==> src/rtl/uart_rx_fsm.sv <==
// UART receive frame controller: finds mid-bit samples using the external edge/bit counter,
// deserialises LSB-first, checks parity and stop, strobes the byte. Majority voting: UART_RX_MAJORITY_VOTE_EN.
module uart_rx_fsm #(
    parameter int PWIDTH = 6,
    parameter int DWIDTH = 8
) (
    input  logic              clk,
    input  logic              rst,
    input  logic              rx_in,
    input  logic              par_en,
    input  logic              par_typ,
    input  logic [PWIDTH-1:0] prescale,
    input  logic [PWIDTH-1:0] edge_counter,
    input  logic [PWIDTH-2:0] bit_counter,
    output logic              cnt_enable,
    output logic [DWIDTH-1:0] p_data,
    output logic              data_valid,
    output logic              par_err,
    output logic              stp_err,
    output logic              frame_busy
);
    typedef enum logic [2:0] {IDLE, START, DATA, PARITY, STOP, DONE} state_t;

    state_t            state;
    logic [DWIDTH-1:0] shift;
    logic              par_bad;
    logic [PWIDTH-1:0] mid;
    logic              eob;
    logic              last_bit;
    logic              sbit;

    assign mid        = prescale >> 1;
    assign eob        = (edge_counter == prescale - PWIDTH'(1));
    assign last_bit   = (bit_counter == (PWIDTH-1)'(DWIDTH));
    assign cnt_enable = state inside {START, DATA, PARITY, STOP};
    assign frame_busy = (state != IDLE);

`ifdef UART_RX_MAJORITY_VOTE_EN
    logic s_early, s_mid, s_late;

    always_ff @(posedge clk or negedge rst) begin
        if (!rst) begin
            s_early <= 1'b1;
            s_mid   <= 1'b1;
            s_late  <= 1'b1;
        end else begin
            if (edge_counter == mid - PWIDTH'(1)) s_early <= rx_in;
            if (edge_counter == mid)              s_mid   <= rx_in;
            if (edge_counter == mid + PWIDTH'(1)) s_late  <= rx_in;
        end
    end

    assign sbit = (s_early & s_mid) | (s_early & s_late) | (s_mid & s_late);
`else
    logic s_mid;

    always_ff @(posedge clk or negedge rst) begin
        if (!rst)                     s_mid <= 1'b1;
        else if (edge_counter == mid) s_mid <= rx_in;
    end

    assign sbit = s_mid;
`endif

    // Strobes are launched on the STOP->DONE edge so they are high exactly while DONE is occupied.
    always_ff @(posedge clk or negedge rst) begin
        if (!rst) begin
            state      <= IDLE;
            shift      <= '0;
            p_data     <= '0;
            par_bad    <= 1'b0;
            data_valid <= 1'b0;
            par_err    <= 1'b0;
            stp_err    <= 1'b0;
        end else begin
            data_valid <= 1'b0;
            par_err    <= 1'b0;
            stp_err    <= 1'b0;
            case (state)
                IDLE: begin
                    par_bad <= 1'b0;
                    if (!rx_in) state <= START;
                end
                START: begin
                    if (eob) state <= sbit ? IDLE : DATA;
                end
                DATA: begin
                    if (eob) begin
                        shift <= {sbit, shift[DWIDTH-1:1]};
                        if (last_bit) state <= par_en ? PARITY : STOP;
                    end
                end
                PARITY: begin
                    if (eob) begin
                        par_bad <= (sbit != ((^shift) ^ par_typ));
                        state   <= STOP;
                    end
                end
                STOP: begin
                    if (eob) begin
                        state   <= DONE;
                        stp_err <= !sbit;
                        par_err <= par_bad;
                        if (sbit && !par_bad) begin
                            data_valid <= 1'b1;
                            p_data     <= shift;
                        end
                    end
                end
                DONE: begin
                    par_bad <= 1'b0;
                    state   <= rx_in ? IDLE : START;
                end
                default: state <= IDLE;
            endcase
        end
    end
endmodule
==> config.mk <==
export PLATFORM = sky130hd
export DESIGN_NAME = uart_rx_fsm
export DESIGN_NICKNAME = d
export VERILOG_FILES = /design/src/rtl/uart_rx_fsm.sv
export SDC_FILE = /design/constraint.sdc
export NUM_CORES = 1
export LEC_CHECK = 0
export BUFFER_PORTS_ARGS = -buffer_cell sky130_fd_sc_hd__buf_2
export CAP_MARGIN = 10
export CORE_MARGIN = 3
export CORE_UTILIZATION = 48
export CTS_CLUSTER_DIAMETER = 60
export CTS_CLUSTER_SIZE = 14
export DETAILED_ROUTE_END_ITERATION = 12
export GPL_TIMING_DRIVEN = 0
export PLACE_DENSITY = 0.8
export SETUP_SLACK_MARGIN = 0.4
export SYNTH_ARGS = -nofsm -noshare
export SYNTH_HDL_FRONTEND = slang
export SYNTH_SLANG_ARGS = --single-unit
==> constraint.sdc <==
create_clock -name clk -period 1.65 [get_ports clk]
set_input_delay 0.495 -clock clk [delete_from_list [all_inputs] [get_ports clk]]
set_output_delay 0.495 -clock clk [all_outputs]
set_load 0.005 [all_outputs]
**Word level (Yosys, flattened, before mapping)**

Cells that the tools add are included.

- Bits in registers: 24
- Input port bits: 22
- Output and inout port bits: 13

- Add/subtract/negate cells: 1
- Equal/unequal tests: 15
- Multiplexer cells: 19
- Bitwise gates (word level): 1
- Reductions and logical operators: 13

Operators by type and width:

| operator | number |
|---|---|
| 3-bit two-way mux | 7 |
| 3-bit case mux with 6 select lines | 1 |
| 2-bit inequality test (second input constant) | 6 |
| 1-bit two-way mux | 9 |
| 8-bit XOR reduction | 1 |
| 3-bit by 2-bit == test with 1-bit output (second input constant) | 2 |
| 3-bit == test (second input constant) | 2 |
| 6-bit by 5-bit == test with 1-bit output | 1 |
| 6-bit == test | 1 |
| 6-bit AND reduction | 1 |
| 6-bit by 1-bit subtractor with 6-bit output (second input constant) | 1 |
| 5-bit by 4-bit == test with 1-bit output (second input constant) | 1 |
| 2-bit AND reduction | 2 |
| 4-bit nonzero test | 1 |
| 3-bit by 1-bit == test with 1-bit output (second input constant) | 1 |
| 3-bit logical NOT | 1 |
| 3-bit AND reduction | 1 |
| 3-bit nonzero test | 1 |
| 1-bit logical NOT | 2 |
| 2-bit two-way mux | 1 |
| 1-bit case mux with 2 select lines | 1 |
| 2-bit nonzero test | 1 |
| 2-bit OR reduction | 1 |
| 1-bit logical AND | 1 |
| 2 further kinds | 2 |

**Longest topological paths before layout**

Gate-level depths: netlist of run 1.

- Depth in word-level cells: 5
- Depth in mapped cells: 7

**Worst setup path before layout of run 1**

Ideal clock, no wire load.

- Path type: input-to-reg
- From: input port prescale[0]
- To: register p_data[0]
- Setup time: 0.125 ns
- Data arrival time: 2.017 ns
- Required time: 1.525 ns
- Slack: -0.491 ns
- Cell stages on the path: 7
- Path buffers: 0
- Path through: inv_1 -> ha_1 -> xnor2_1 -> o2bb2ai_1 -> o21ai_1 -> nand4b_2 -> mux2_2

- Longest elaborated chain between the ends: 3

RTL lines:

| what | line | source |
|---|---|---|
| start: declaration | 12 | `input logic [PWIDTH-1:0] prescale,` |
| 6-bit by 1-bit subtractor with 6-bit output | 33 | `assign eob = (edge_counter == prescale - PWIDTH'(1));` |
| 6-bit == test | 33 |  |
| 3-bit AND reduction (no source line) | -- |  |
| end signal: assignment | 106 | `p_data <= shift;` |
| end: declaration | 16 | `output logic [DWIDTH-1:0] p_data,` |

Every way passes these cells.
A chain may end at the register's enable or synchronous reset.

**Final worst setup path of run 1**

- From: register state[1]
- To: output port frame_busy

- Longest elaborated chain between the ends: 1

RTL lines:

| what | line | source |
|---|---|---|
| start: declaration | 24 | `state_t state;` |
| start signal: assignment | 85 | `if (eob) state <= sbit ? IDLE : DATA;` |
| start signal: assignment | 90 | `if (last_bit) state <= par_en ? PARITY : STOP;` |
| start signal: assignment | 112 | `state <= rx_in ? IDLE : START;` |
| 3-bit nonzero test | 36 | `assign frame_busy = (state != IDLE);` |
| end: declaration | 20 | `output logic frame_busy` |

Every way passes these cells.

==> flow_metrics.py, run 1 <==
metrics = {
    "yosys": {
        "synthMuxAreaShare_pct": 12.8,
        "synth-main-ff-cell": "dfrtp_1",
        "synth_cell_type_count": 42,
        "synth_fa_ha_area_share_pct": 0.837,
        "ys_ff_latch": 24,
        "ys_warn_count": 0,
        "synth_xor_area_share_pct": 14.6,
        "synth_edf_count": 0,
        "synth_async_sr_flop_share_pct": 100,
        "yosys.area_share.simple_pct": 18.7,
        "netlist_area_sq_mm": 0.00150,
        "synthCells": 135,
        "synthesis.nets": 158,
        "seq_area_frac_synth_pct": 40.3,
        "synth_compound_area_share_pct": 9.96,
        "synth_top_family_by_area": "simple AND/OR/NAND/NOR gates",
        "syn-mean-instance-area_sq_um": 11.1,
    },
    "detailed_routing": {
        "first_pass_iters": 7,
        "vias_per_cell": 5.92,
        "drt_iter0_drc": 51,
        "wl_per_cell_um": 19.1,
        "route.detailed.drc": 0,
        "wl_um": 4400,
        "vias": 1367,
        "ant_nets": 0,
    },
    "die": {
        "rows": 19,
        "die_h_um": 61.8,
        "dieArea_sq_mm": 0.00382,
        "start_util_pct": 52.4,
        "core_area_sq_mm": 0.00285,
        "die_x_um": 61.8,
        "ioPinCount": 35,
    },
    "pwr": {
        "seq_power_share_pct": 34.6,
        "combPwrFrac_pct": 41.5,
        "power_density_mw_per_mm2": 793,
        "clkPwrFrac_pct": 23.9,
        "intPower_mw": 1.25,
        "p_total_mw": 1.82,
        "peakVddDrop_uv": 751,
        "p_sw_mw": 0.567,
        "switching_share_pct": 31.1,
        "p_leak_nw": 1.09,
    },
    "status": {
        "status": "complete, but fails checks",
        "violations": "setup timing",
    },
    "critical_path": {
        "required_ns": 1.15,
        "worstSetupPathType": "reg -> out",
        "rr_worst_depth": 7,
        "worst_ep_arrival_time_ns": 1.47,
        "critPathLaunchType": "flop",
        "r2r-start": "state[0]$_DFFE_PN0P_",
        "crit_path_end_kind": "output port",
        "r2r_end": "state[0]$_DFFE_PN0P_",
        "worstPathMaxFanout": 4,
        "r2r_setup_slack_ns": -0.26,
    },
    "global_route": {
        "grt_pass1_vias": 1449,
        "grt-ovfl-total": 0,
        "grt.total_usage_pct": 25.2,
        "grt_pass1_wl_um": 6960,
        "grt_max_degree": 25,
        "antenna_found_initial": 0,
    },
    "clock_tree": {
        "ctsHoldBuffers": 0,
        "cts_buffer_depth": 2,
        "clock_latency_ns": 0.32,
        "root_buffer": "clkbuf_4",
        "clk_pin_slew_ns": 0.14,
        "cts_made_buffers": 3,
        "clock_sinks": 24,
        "cts_tree": "built",
        "cts-htree-levels": 1,
    },
    "timing": {
        "fin_crit_ns": 1.96,
        "clock.fmax_mhz": 510,
        "final-setup-viol-count": 25,
        "hold_viol": 0,
        "fin_ws_ns": -0.311,
        "fin_worst_skew_ns": 0.00668,
        "rsz0062_at_grt": "yes",
        "fin_crit_sh_pct": 119,
        "slew-limit-headroom_pct": 63.9,
        "slew_viol_final": 0,
        "tightest_slew_ns": 0.542,
    },
    "placed_design": {
        "place_congestion": 0.775,
        "hpwl_um": 2430,
        "pre_cts_slack_ns": -0.795,
        "numPortBuffers": 34,
        "dpl.cell_count": 200,
    },
    "final_layout": {
        "instances_no_fill": 231,
        "fin_util_pct": 80.5,
        "drive_gt1_share_pct": 61.0,
        "area_growth_pct": 53.6,
        "finalNetCount": 224,
        "n_antenna_cell": 0,
    },
    "job": {
        "drv_cap": 0,
    },
    "hold_path": {
        "min_path_type": "in -> async",
    },
}
## Yosys cell counts (2+ instances only)
| cell | count | area share [%] |
|---|---|---|
| a311oi_1 | 2 | 1.2 |
| nand3_1 | 3 | 1.0 |
| nor4_4 | 2 | 2.8 |
| nand4_1 | 2 | 0.84 |
| inv_1 | 7 | 1.8 |
| clkbuf_1 | 3 | 0.75 |
| o2bb2ai_1 | 2 | 1.2 |
| dfrtp_1 | 23 | 38 |
| nor2b_1 | 3 | 1.3 |
| xnor2_1 | 19 | 11 |
| nor3_1 | 5 | 1.7 |
| nor4b_1 | 2 | 1.2 |
| mux2_2 | 17 | 13 |
| nand2_1 | 7 | 1.8 |
| and3_1 | 2 | 0.84 |
| xor2_1 | 6 | 3.5 |
| nor2_1 | 4 | 1.0 |
| o21ai_0 | 2 | 0.67 |
## timing repair
action / CTS / global route
endpoints found under the setup margin: 37 / 37
gates resized for setup: 48 / 11
pin swaps: 25 / 12
buffers inserted: 21 / 6
## cell type report
type | count | area [sq um]
clock buffers | 3 | 22.5
clock inverters | 1 | 30.0
flip-flops and latches | 24 | 602
inverters | 7 | 31.3
well taps | 31 | 38.8
plain buffers | 4 | 40.0
fillers | 162 | 557
multi-input cells | 100 | 1070
repair buffers | 61 | 460
## power by group through the flow
stage          combinational, mW  sequential, mW  clock (mW)
4_1_cts                    0.620           0.625       0.434
2_1_floorplan              0.297           0.633           0
3_5_place_dp               0.411           0.634           0
5_1_grt                    0.802           0.634       0.450
3_3_place_gp               0.394           0.634           0
6_report                   0.756           0.630       0.435
## layer usage
layer  vias to the layer above  global-route usage, %  part of all wire (%)
met1                       664                   29.3                    40
met5                         -                      0                     0
met3                        16                   5.79                   5.1
met2                        69                   43.8                    53
li1                        618                      -                     -
met4                         0                   11.5                   2.3
## sequential cells by signal, summed over array words and instances (netlist names)
register,count
data_valid,1
p_data,8
par_bad,1
par_err,1
s_mid,1
shift,8
state,3
stp_err,1
## critical path, stage by stage (launching register included)
cell and delay, ns:
dfrtp_1 0.42, buf_8 0.14, buf_6 0.11, buf_6 0.12
nor3_4 0.19, inv_1 0.06, buf_2 0.12
## stage by stage
| stage | cell area, sq um | TNS, ns | hold WS, ns |
|---|---|---|---|
| after floorplan | 1540 | -6.53 | 0.199 |
| after global placement | 1750 | -14.72 | 0.474 |
| after detailed placement | 1750 | -16.18 | 0.488 |
| after CTS | 2190 | -4.81 | 0.140 |
| after global routing | 2300 | -7.44 | 0.146 |
| final | 2300 | -5.54 | 0.130 |
## cell families after synthesis
group	Yosys count
compound gates	18
xor+xnor	25
fa+ha+maj	1
buf+inv	11
flops	24
mux	17
simple gates	39
## how the worst max path moves through the flow
stage                              start                    end  slack (ns)  cells past startpoint
CTS                 state[0]$_DFFE_PN0P_  p_data[3]$_DFFE_PN0P_       -0.29                      6
global placement             prescale[1]   shift[6]$_DFFE_PN0P_       -0.73                      8
detailed placement           prescale[1]   shift[6]$_DFFE_PN0P_       -0.80                      8
finish              state[1]$_DFFE_PN0P_             frame_busy       -0.31                      6
global route        state[1]$_DFFE_PN0P_             frame_busy       -0.38                      6
floorplan                    prescale[0]   shift[0]$_DFFE_PN0P_       -0.36                      5
## layout by cell type (no fill, tap or decap), types with 3 or more instances in the layout
master	instances
xor2_1	4
buf_6	6
clkbuf_4	3
mux2_2	14
buf_12	4
nor4_4	3
buf_2	31
buf_4	20
mux2_4	3
xnor2_1	16
inv_1	5
nand2_1	6
xnor2_2	3
nor2b_1	3
dfrtp_1	23
Note: power is estimated with default switching activity, not from simulation.
==> run 2, diff against run 1 <==
Settings changed: CORE_UTILIZATION 48 to 50, CTS_BUF_LIST from default to sky130_fd_sc_hd__clkbuf_2 sky130_fd_sc_hd__clkbuf_4 sky130_fd_sc_hd__clkbuf_8, PLACE_DENSITY 0.8 to 0.83, TNS_END_PERCENT from default to 10.
==> run 2 against run 1 <==
Net effect: the run still ends with setup timing left; routed wire length is 22% lower; clock skew is 0.0031 ns lower; combinational power is 35% lower; global-route usage is 5.9 points lower; via count is 11% lower; first-iteration DRC count is 24% higher; count of clock-buffer cells in the layout stayed put; maximum frequency is 0.69% higher; sequential power hardly changed; die area is 3.6% lower; power is 15% lower; sequential share of layout area is 4.6 points higher; largest cell class unchanged; highest routed layer unchanged.
==> flow_metrics.py, run 2 (same netlist as run 1, synthesis figures left out) <==
metrics = {
    "status": {
        "status": "complete, but fails checks",
        "violations": "setup timing",
    },
    "detailed_routing": {
        "first_pass_iters": 4,
        "vias_per_cell": 5.79,
        "drt_iter0_drc": 63,
        "vias": 1222,
        "wl_per_cell_um": 16.3,
        "route.detailed.drc": 0,
        "ant_nets": 0,
        "wl_um": 3450,
    },
    "die": {
        "die_h_um": 60.7,
        "die_x_um": 60.7,
        "ioPinCount": 35,
        "start_util_pct": 53.3,
        "core_area_sq_mm": 0.00281,
        "rows": 19,
        "dieArea_sq_mm": 0.00368,
    },
    "final_layout": {
        "finalNetCount": 204,
        "drive_gt1_share_pct": 50.0,
        "n_antenna_cell": 0,
        "top_regs": "p_data: 8 flops, shift: 8 flops, state: 3 flops",
        "final_cell_mix": "31 x buf_2, 23 x dfrtp_1, 19 x xnor2_1",
        "final_common_cell": "buf_2",
        "multi_input_area_sq_um": 953,
        "fill_cells": 205,
        "seq_area_sq_um": 602,
        "area_growth_pct": 30.5,
        "design_area_sq_mm": 0.00195,
    },
    "critical_path": {
        "r2r_end": "p_data[5]$_DFFE_PN0P_",
        "startpoint": "state[1]$_DFFE_PN0P_",
        "cp-endpoint": "p_data[5]$_DFFE_PN0P_",
        "crit_chain": "buf_6, nor3b_4, nand3_2, nor4_4, nand4b_4, mux2_4",
        "worst_ep_arrival_time_ns": 2.17,
        "worstPathMaxFanout": 8,
        "critPathLaunchType": "flop",
        "r2r-start": "state[1]$_DFFE_PN0P_",
        "r2r_setup_slack_ns": -0.30,
        "slowest_stage": "dfrtp_1",
        "crit_path_end_kind": "flop",
        "worstSetupPathType": "reg -> reg",
        "slowest_delay_ns": 0.40,
        "required_ns": 1.87,
        "rr_worst_depth": 6,
    },
    "pwr": {
        "p_leak_nw": 0.948,
        "peakVddDrop_uv": 593,
        "power_density_mw_per_mm2": 794,
        "p_total_mw": 1.55,
    },
    "timing": {
        "clock.fmax_mhz": 513,
        "slew-limit-headroom_pct": 60.1,
        "whs_ns": 0.129,
        "fin_crit_sh_pct": 118,
        "fin_crit_ns": 1.95,
        "fin_ws_ns": -0.297,
        "final-setup-viol-count": 25,
        "fin_worst_skew_ns": 0.00357,
        "hold_viol": 0,
        "rsz0062_at_grt": "yes",
        "tightest_slew_ns": 0.594,
        "fin_setup_tns_ns": -4.88,
        "slew_viol_final": 0,
    },
    "placed_design": {
        "hpwl_um": 2440,
        "place_congestion": 0.801,
        "numPortBuffers": 34,
        "placed_area_sq_mm": 0.00172,
    },
    "clock_tree": {
        "cts_buffer_depth": 2,
        "clock_latency_ns": 0.32,
        "ctsHoldBuffers": 0,
        "clock_sinks": 24,
        "cts_tree": "built",
        "cts_made_buffers": 3,
        "cts-htree-levels": 1,
        "root_buffer": "clkbuf_4",
        "clk_pin_slew_ns": 0.14,
    },
    "global_route": {
        "grt.total_usage_pct": 19.3,
        "grt_max_degree": 25,
        "grt-ovfl-total": 0,
        "grt_pass1_vias": 1175,
        "antenna_found_initial": 0,
        "grt_pass1_wl_um": 5460,
    },
    "job": {
        "drv_cap": 0,
    },
    "hold_path": {
        "min_path_type": "in -> async",
    },
}
==> run 2: final cells by class <==
class | count | area share (%)
flip-flops and latches | 24 | 30.8
well taps | 31 | 1.99
plain buffers | 4 | 1.73
inverters | 7 | 1.35
clock buffers | 3 | 1.15
multi-input cells | 100 | 48.8
clock inverters | 1 | 1.54
repair buffers | 41 | 12.6
==> run 2: timing repair <==
item                                    4_1_cts  5_1_grt
pin swaps                                     7        3
endpoints found under the hold margin         0        0
resized for setup                            21       15
buffers inserted                              3        4
endpoints found under the setup margin       36       37
==> run 2: metrics by stage <==
stage | worst slack, ns | cells | utilization (%)
final | -0.297 | 211 | 69.6
after global routing | -0.375 | 211 | 69.6
after CTS | -0.247 | 207 | 67.0
after detailed placement | -0.798 | 200 | 61.2
after global placement | -0.723 | 200 | 61.2
after floorplan | -0.367 | 135 | -
==> run 2: where the power goes <==
part	switching, mW	internal, mW
Combinational	0.273	0.223
Sequential	0.0104	0.617
Clock	0.183	0.246
==> run 2: routing by layer <==
layer / GRT usage, % / wire length, um
met2: 33.4 / 1790
met4: 2.79 / 19
met5: 0 / 0
met3: 3.83 / 164
met1: 25.6 / 1470
==> run 2: worst min path at each step <==
| stage | start | end | slack (ns) | cells after the start |
|---|---|---|---|---|
| 5_1_grt | rst | shift[7]$_DFFE_PN0P_ | 0.14 | 1 |
| 6_report | rst | state[0]$_DFFE_PN0P_ | 0.13 | 1 |
| 3_5_place_dp | par_bad$_DFFE_PN0P_ | data_valid$_DFF_PN0_ | 0.47 | 1 |
| 4_1_cts | rst | shift[7]$_DFFE_PN0P_ | 0.14 | 1 |
| 2_1_floorplan | rst | data_valid$_DFF_PN0_ | 0.20 | 0 |
| 3_3_place_gp | par_bad$_DFFE_PN0P_ | data_valid$_DFF_PN0_ | 0.47 | 1 |
==> run 2: worst max-delay path: cells and delay by family (launching register included) <==
kind	cells	cell delay [ns]
AND/OR/NAND/NOR	4	0.96
buffers and inverters	1	0.14
multiplexers	1	0.35
flip-flops	1	0.40
